--- config.mk ---
export PLATFORM = sky130hd
export DESIGN_NAME = sat_counter
export DESIGN_NICKNAME = d
export VERILOG_FILES = /design/src/rtl/up5bit_count_checker_sat_counter.sv
export SDC_FILE = /design/constraint.sdc
export NUM_CORES = 1
export LEC_CHECK = 0
export BUFFER_PORTS_ARGS = -buffer_cell sky130_fd_sc_hd__buf_2
export CAP_MARGIN = 30
export CORE_MARGIN = 10
export CORE_UTILIZATION = 30
export DETAILED_ROUTE_END_ITERATION = 7
export SYNTH_ARGS = -nofsm -noshare
export SYNTH_HDL_FRONTEND = slang
export SYNTH_SLANG_ARGS = --single-unit
--- constraint.sdc ---
create_clock -name clk0 -period 2.9 [get_ports clk0]
set_clock_uncertainty 0.15 [all_clocks]
set_input_delay 0.58 -clock clk0 [delete_from_list [all_inputs] [get_ports clk0]]
set_output_delay 0.58 -clock clk0 [all_outputs]
set_load 0.01 [all_outputs]
--- src/rtl/up5bit_count_checker_sat_counter.sv ---
// Event counter that sticks at all-ones instead of rolling over.
module sat_counter #(
  parameter int unsigned STAT_W = 8
) (
  input  logic              clk0,
  input  logic              reset,
  input  logic              inc,
  output logic [STAT_W-1:0] count
);

  // Count one per enabled cycle, holding once every bit is set.
  always_ff @(posedge clk0 or posedge reset) begin
    if (reset) begin
      count <= '0;
    end else if (inc && (count != '1)) begin
      count <= count + 1'b1;
    end
  end

endmodule

### Word level (Yosys, flattened, before mapping)

Cells that the tools add are included.

| cells by class | value |
|---|---|
| mux-type cells | 0 |
| bitwise operators | 0 |
| divide/modulo/power cells | 0 |
| add/subtract/negate cells | 1 |
| order comparisons | 0 |
| reductions and logical operators | 1 |
| equality and inequality tests | 1 |
| $mul | 0 |
| shifts and indexed selects | 0 |

Operators with widths:

| cell | count |
|---|---|
| 8-bit by 1-bit adder with 8-bit output, second input constant | 1 |
| 8-bit != test, second input constant | 1 |
| 1-bit logical AND | 1 |

| word-level totals | value |
|---|---|
| latch bits | 0 |
| memories | 0 |
| bits in writable memories | 0 |
| ROM bits | 0 |
| bits in registers | 8 |
| output and inout port bits | 8 |

### Longest topological paths before layout

Gate-level depths: netlist (run 1).

| logic depth | value |
|---|---|
| depth after elaboration | 2 |
| depth in mapped cells | 4 |
| mapped depth without buffers | 4 |

### Worst setup path before layout (run 1)

Ideal clock, no wire load.

| timing path | value |
|---|---|
| kind | flip-flop to flip-flop |
| start point | register count[0] |
| end point | register count[1] |
| slack | 1.250 ns |
| clock period less this slack | 1.650 ns |
| stages on the path, launching flop included | 5 |
| buffers on the path | 0 |
| arrival | 1.373 ns |
| data required time | 2.622 ns |
| path through | dfrtp_1 -> ha_1 -> nand4_4 -> o21ai_2 -> mux2_1 |

| between the ends | value |
|---|---|
| longest elaborated chain between the ends | 2 |
| elaborated cells on any way between the ends | 3 |
| those cells by class | add/sub (1); eq/ne (1); reduce/logical (1) |

Ends and longest elaborated chain:

| what | RTL line | RTL |
|---|---|---|
| start, declared | 8 | `output logic [STAT_W-1:0] count` |
| start signal, assigned | 16 | `count <= count + 1'b1;` |
| branches (longest 2 deep; another with 8-bit by 1-bit adder with 8-bit output) | -- |  |

Several ways; the timed one is not identified.
A chain may end at the register's enable or synchronous reset.

### Worst setup path in the final report (run 1)

Ends and elaborated chain as after synthesis.

==> results.md, run 1 <==
- Worst slew pin tran: 312 ps
- Mux contribution to synthesized area: 10.7%
- Fin crit period: 1690 ps
- Post-Syn Instances: 38
- Root Driver: clkbuf_4
- Syn. warnings: 0
- Maximum number of pins on one net before global-route repair: 9
- Post-Syn Area per Cell: 11.0 um^2
- Max Cap Viol: 0
- Synth Area in Simple Gates: 20.9%
- Post-synthesis sequential area ratio: 47.8%
- Synth Area in XOR/XNOR: 2.09%
- Compound-cell area share of the yosys netlist: 14.6%
- Worst skew pair latency: roughly 260 ps
- Vias: about 340
- P&R area growth vs syn: 21.8%
- Int Pwr: 0.308 mW
- Number of DRC markers in iteration 0: 7
- Number of flip-flops in the largest register: 8
- Min-Delay Path Class: in2async
- R2R depth: 4
- Post-route ant nets: 0
- Area occupied by multi-input gates: 215 um^2
- Ys async rst share: 100%
- Post-CTS sizing: 0
- Final setup violation count: 0
- Num Clock Sinks: 8
- Routed wire length: 874 um
- Core area: ~1300 um^2
- Detailed Routing Iterations Pass 1: 4
- CTS tree: built
- Sw Ratio: 42.0%
- Fmax: 0.592 GHz
- Main combinational cell family by area after synthesis: simple AND/OR/NAND/NOR gates
- Peak VDD IR: 0.345 mV
- CP endpoint kind: register
- Post-CTS Setup Repair Bufs: 0
- Register area: 200 um^2
- Slew margin rel.: between 70 and 80%
- Maximum buffer depth of the clock tree: 2
- Ys flop type: dfrtp_1
- DIE AREA: 3290 um^2
- Worst-path maximum fanout: 7
- Cell depth of the worst setup path: 4
- Fill count: 137
- Vias per Instance: around 5.2
- Seq cells post-synth: 8
- Number of port buffers: 10
- First-pass GRT wire length: 1530 um
- Startpoint type of the worst setup path: register
- Placed insts: 63
- RSZ-0062 raised after global routing: no
- Starting density of the core: 31.8%
- Reg-to-Reg Start: count[0]
- Std cell rows: 13
- Num CTS Buffers: 3
- DPL Wire Length: 676 um
- PD cells: 1040 nW/um^2
- Unique masters post-synth: 19
- Top Ports: 11
- Vias in the first global route: 346
- Total Nets Final: 57
- Post-Syn Nets: 42
- Clock power share: 16.5%
- Grt total ovfl: 0
- Share of the synthesized area in the top cell type: 47.8%
- Hold Buf Count CTS: 0
- Period utilisation layout: 58.2%
- H-tree levels: 1
- Top-count cell post-synth: dfrtp_1
- Overall routing resource usage: under 10%
- Largest stage delay, worst path: 420 ps
- Critical path data arrival time: ~1700 ps
- # DRC: 0
- Area leader, netlist: dfrtp_1
- Horizontal die dimension: 57.4 um
- Flop-to-flop setup slack: 1210 ps
- Top post-synthesis cells by area: dfrtp_1, mux2_1, nand4_4
- Mapped cell area: around 420 um^2
- Crit Path Class: reg2reg
- Critical Path RT: approximately 2900 ps
- Status: completed
- Worst R2R End: count[1]
- Post-synth EDFFs: 0
- Antenna violations before repair: 0
- Per-cell routed wire length: about 13 um
- Slowest CP cell: dfrtp_1
- Sequential share of power: ~46%
- Final hold violations: 0
- Combinational share of power: a little under two fifths
- CP top delay family: flip-flops
- Share of layout cells above drive strength 1: a little under a third
- Finished Layout Cells: 66
- Setup TNS: 0 ps
- Critical path buffer and inverter count: 0
- Static leakage: 0.221 nW
- Final Max Tran Viols: 0
- Clk pin slew, worst setup/hold paths: 50 ps
- Largest Register: count
- Ant. Diodes: 0
- Top Registers: count (8)
- Sw Pwr: roughly 0.22 mW
- Adder-cell share of the synthesized area: 2.99%
- Die height: between 50 and 60 um
- Placer Congestion: 0.754
- Crit-path cells: ha_1 > nand4_4 > o21ai_2 > mux2_1
- Synth top cells by count: dfrtp_1, nand2_1, mux2_1, nand3_1, nand4_1
[cell families after synthesis]
group / after synthesis
AOI/OAI and AO/OA: 8
buffers and inverters: 1
DFF: 8
and+or+nand+nor: 15
muxes: 4
adders and majority gates: 1
xor gates and xnor gates: 1
[placed cells by master, fill, tap and decap left out, drive strengths merged]
master  netlist  layout
a21boi        1       1
a21oi         1       1
buf           0      10
clkbuf        0       3
dfrtp         8       8
ha            1       1
inv           1       1
mux2          4       4
nand2         4       4
nand3         3       3
nand4         4       4
nor2          2       2
nor3          2       2
o2111a        1       1
o21ai         2       2
o21bai        2       2
o31a          1       1
xnor2         1       1
[worst max-delay path by stage]
stage	startpoint	end	slack [ps]
floorplan	count[0]	count[1]	1250
global placement	inc	count[7]	1230
detailed placement	count[0]	count[1]	1220
CTS	count[2]	count[2]	1210
global route	count[0]	count[1]	1100
finish	count[0]	count[1]	1210
[layer usage]
metal,vias up,track usage [%],part of all wire (%)
met5,-,0,0
met4,0,5.03,3.3
met3,2,2.43,4.2
met2,9,8.28,45
met1,159,6.59,47
li1,173,-,-
[layout make-up]
| type | instances | area share, % |
|---|---|---|
| clock buffer | 3 | 4.41 |
| inverter | 1 | 0.735 |
| multi-input combinational | 29 | 42.2 |
| sequential | 8 | 39.2 |
| tap | 15 | 3.68 |
| timing repair buffer | 10 | 9.80 |
[worst reg2reg max path, cell delays in order (launching register included)]
cell	delay, ps
dfrtp_1	420
ha_1	290
nand4_4	170
o21ai_2	220
mux2_1	330
[power groups by stage]
| stage | Combinational [mW] | Clock (mW) | Sequential (mW) |
|---|---|---|---|
| 2_1_floorplan | 0.105 | 0 | 0.258 |
| 3_3_place_gp | 0.204 | 0 | 0.245 |
| 3_5_place_dp | 0.204 | 0 | 0.248 |
| 4_1_cts | 0.205 | 0.0899 | 0.245 |
| 5_1_grt | 0.224 | 0.0994 | 0.257 |
| 6_report | 0.199 | 0.0876 | 0.245 |
[metrics by stage]
| stage | utilization (%) | total power, mW | setup slack, ps | hold slack [ps] | instance area (um^2) |
|---|---|---|---|---|---|
| floorplan | - | 0.363 | 1250 | 246 | 419 |
| global placement | 37.0 | 0.448 | 1230 | 360 | 488 |
| finish | 38.7 | 0.532 | 1210 | 106 | 510 |
| global route | 38.7 | 0.580 | 1100 | 129 | 510 |
| CTS | 38.7 | 0.541 | 1210 | 114 | 510 |
| detailed placement | 37.0 | 0.452 | 1220 | 363 | 488 |
Power figures use the tool's default switching activity.
==> run 2: changes to the inputs <==
- clock period: 2.9 -> 1.6 ns (I/O delays scaled with it)
==> run 2 against run 1 <==
  * First-iteration DRC count is 71% lower
  * Clock-buffer cell count is 1 higher
  * Total power is 99% higher
  * Cell area is 12% higher
  * Cell count is 7.6% higher
  * Largest power group unchanged
  * Highest routed layer unchanged
==> results.md, run 2 (same netlist as run 1, synthesis figures left out) <==
- Status: completed
- Met3 wire len: 45 um
- Share of layout cells above drive strength 1: 39.3%
- Most common cell after layout, fill and taps aside: buf_2
- Fill count: 130
- CP endpoint kind: register
- # DRC: 0
- Starting density of the core: a little under a third
- Vias: approximately 360
- Startpoint type of the worst setup path: register
- Metal1 wirelength: slightly below 500 um
- Placer Congestion: 0.734
- Top Ports: 11
- H-tree levels: 1
- Worst slew pin tran: 316 ps
- Met2 wire length: ~450 um
- P&R area growth vs syn: 35.8%
- Die height: 57.4 um
- Number of flip-flops in the largest register: 8
- Antenna violations before repair: 0
- Top sig layer: met4
- Ant. Diodes: 0
- Final hold violations: 0
- Grt total ovfl: 0
- Critical path data arrival time: 1560 ps
- Core area: 1320 um^2
- Num Clock Sinks: 8
- Final setup violation count: 0
- Post-CTS Setup Repair Bufs: 0
- Min-Delay Path Class: in2reg
- Commonest cells after routing, fill and taps aside: buf_2, dfrtp_1, nand2_1
- DPL Wire Length: 729 um
- CTS tree: built
- Final Max Tran Viols: 0
- Std cell rows: 13
- Num CTS Buffers: 3
- Total Nets Final: 61
- Placed insts: 66
- Worst Slack Setup Final: 35.1 ps
- Vias per Instance: 5.06
- PD cells: 1860 nW/um^2
- Crit Path Class: reg2reg
- Period utilisation layout: 97.8%
- Clk pin slew, worst setup/hold paths: 60 ps
- Root Driver: clkbuf_4
- Horizontal die dimension: approximately 57 um
- First-pass GRT wire length: 1690 um
- Setup slack at placement: 55.0 ps
- Routed wire length: roughly 1000 um
- DIE AREA: 3290 um^2
- Overall routing resource usage: 6.62%
- Post-route ant nets: 0
- Worst-path maximum fanout: 5
- Slew margin rel.: 78.9%
- Critical Path RT: 1600 ps
- Per-cell routed wire length: 14.3 um
- Finished Layout Cells: 71
- Peak VDD IR: 0.917 mV
- Maximum number of pins on one net before global-route repair: 9
- Number of port buffers: 10
- Fmax: 0.639 GHz
- Vias in the first global route: between 300 and 400
- Maximum buffer depth of the clock tree: 2
- Fin crit period: about 1600 ps
- Detailed Routing Iterations Pass 1: 2
- Worst skew pair latency: 270 ps
- Largest Register: count
- Number of DRC markers in iteration 0: 2
- Static leakage: 0.238 nW
- Utilization after layout: 43.2%
- Max Cap Viol: 0
- Top Registers: count (8)
==> run 2: worst max-delay path, cell delays in order (launching register included) <==
cell,delay [ps]
dfrtp_2,440
ha_4,190
nand4_4,140
o21ai_4,190
mux2_1,330
==> run 2: metal layers <==
layer  global-route usage [%]  up-vias
met5                        0        -
met4                     6.04        0
met3                     2.88        5
met2                     9.36        8
met1                     7.24      162
li1                         -      184
==> run 2: final timing paths <==
kind	start	endpoint	slack (ps)	cells after the start
hold / removal	inc	count[0]	220	3
min in group asynchronous	reset	count[6]	390	3
max in group asynchronous	reset	count[1]	650	3
hold reg to reg	count[6]	count[6]	380	1
setup reg to reg	count[0]	count[1]	40	4
setup / recovery	count[0]	count[1]	40	4
==> run 2: layout make-up <==
| cell class | instances | area, um^2 | area share [%] |
|---|---|---|---|
| clock buffer | 4 | 26.3 | 4.62 |
| inverter | 1 | 3.75 | 0.659 |
| multi-input combinational | 29 | 235 | 41.3 |
| sequential | 8 | 203 | 35.6 |
| tap | 15 | 18.8 | 3.30 |
| timing repair buffer | 14 | 82.6 | 14.5 |
==> run 2: metrics by stage <==
stage | setup TNS [ps] | area (um^2) | power [mW] | hold WS [ps]
2_1_floorplan | 0 | 433 | 0.689 | -14.4
3_3_place_gp | 0 | 524 | 0.870 | 140
3_5_place_dp | 0 | 524 | 0.881 | 138
4_1_cts | 0 | 561 | 1.07 | 218
5_1_grt | -5.93 | 569 | 1.15 | 237
6_report | 0 | 569 | 1.06 | 215
==> run 2: report_power, final <==
group / switching [mW] / leakage, nW / total, mW / internal (mW)
logic: 0.200 / 0.127 / 0.423 / 0.223
clock network: 0.0831 / 0.0150 / 0.179 / 0.0963
registers: 0.159 / 0.0965 / 0.457 / 0.298
total: 0.443 / 0.238 / 1.06 / 0.617
==> run 2: what timing repair did <==
| action | CTS | global route |
|---|---|---|
| gates resized for setup | 0 | 2 |
| setup endpoints to repair | 0 | 1 |
| hold endpoints to repair | 8 | 0 |
| hold buffers | 1 | 0 |
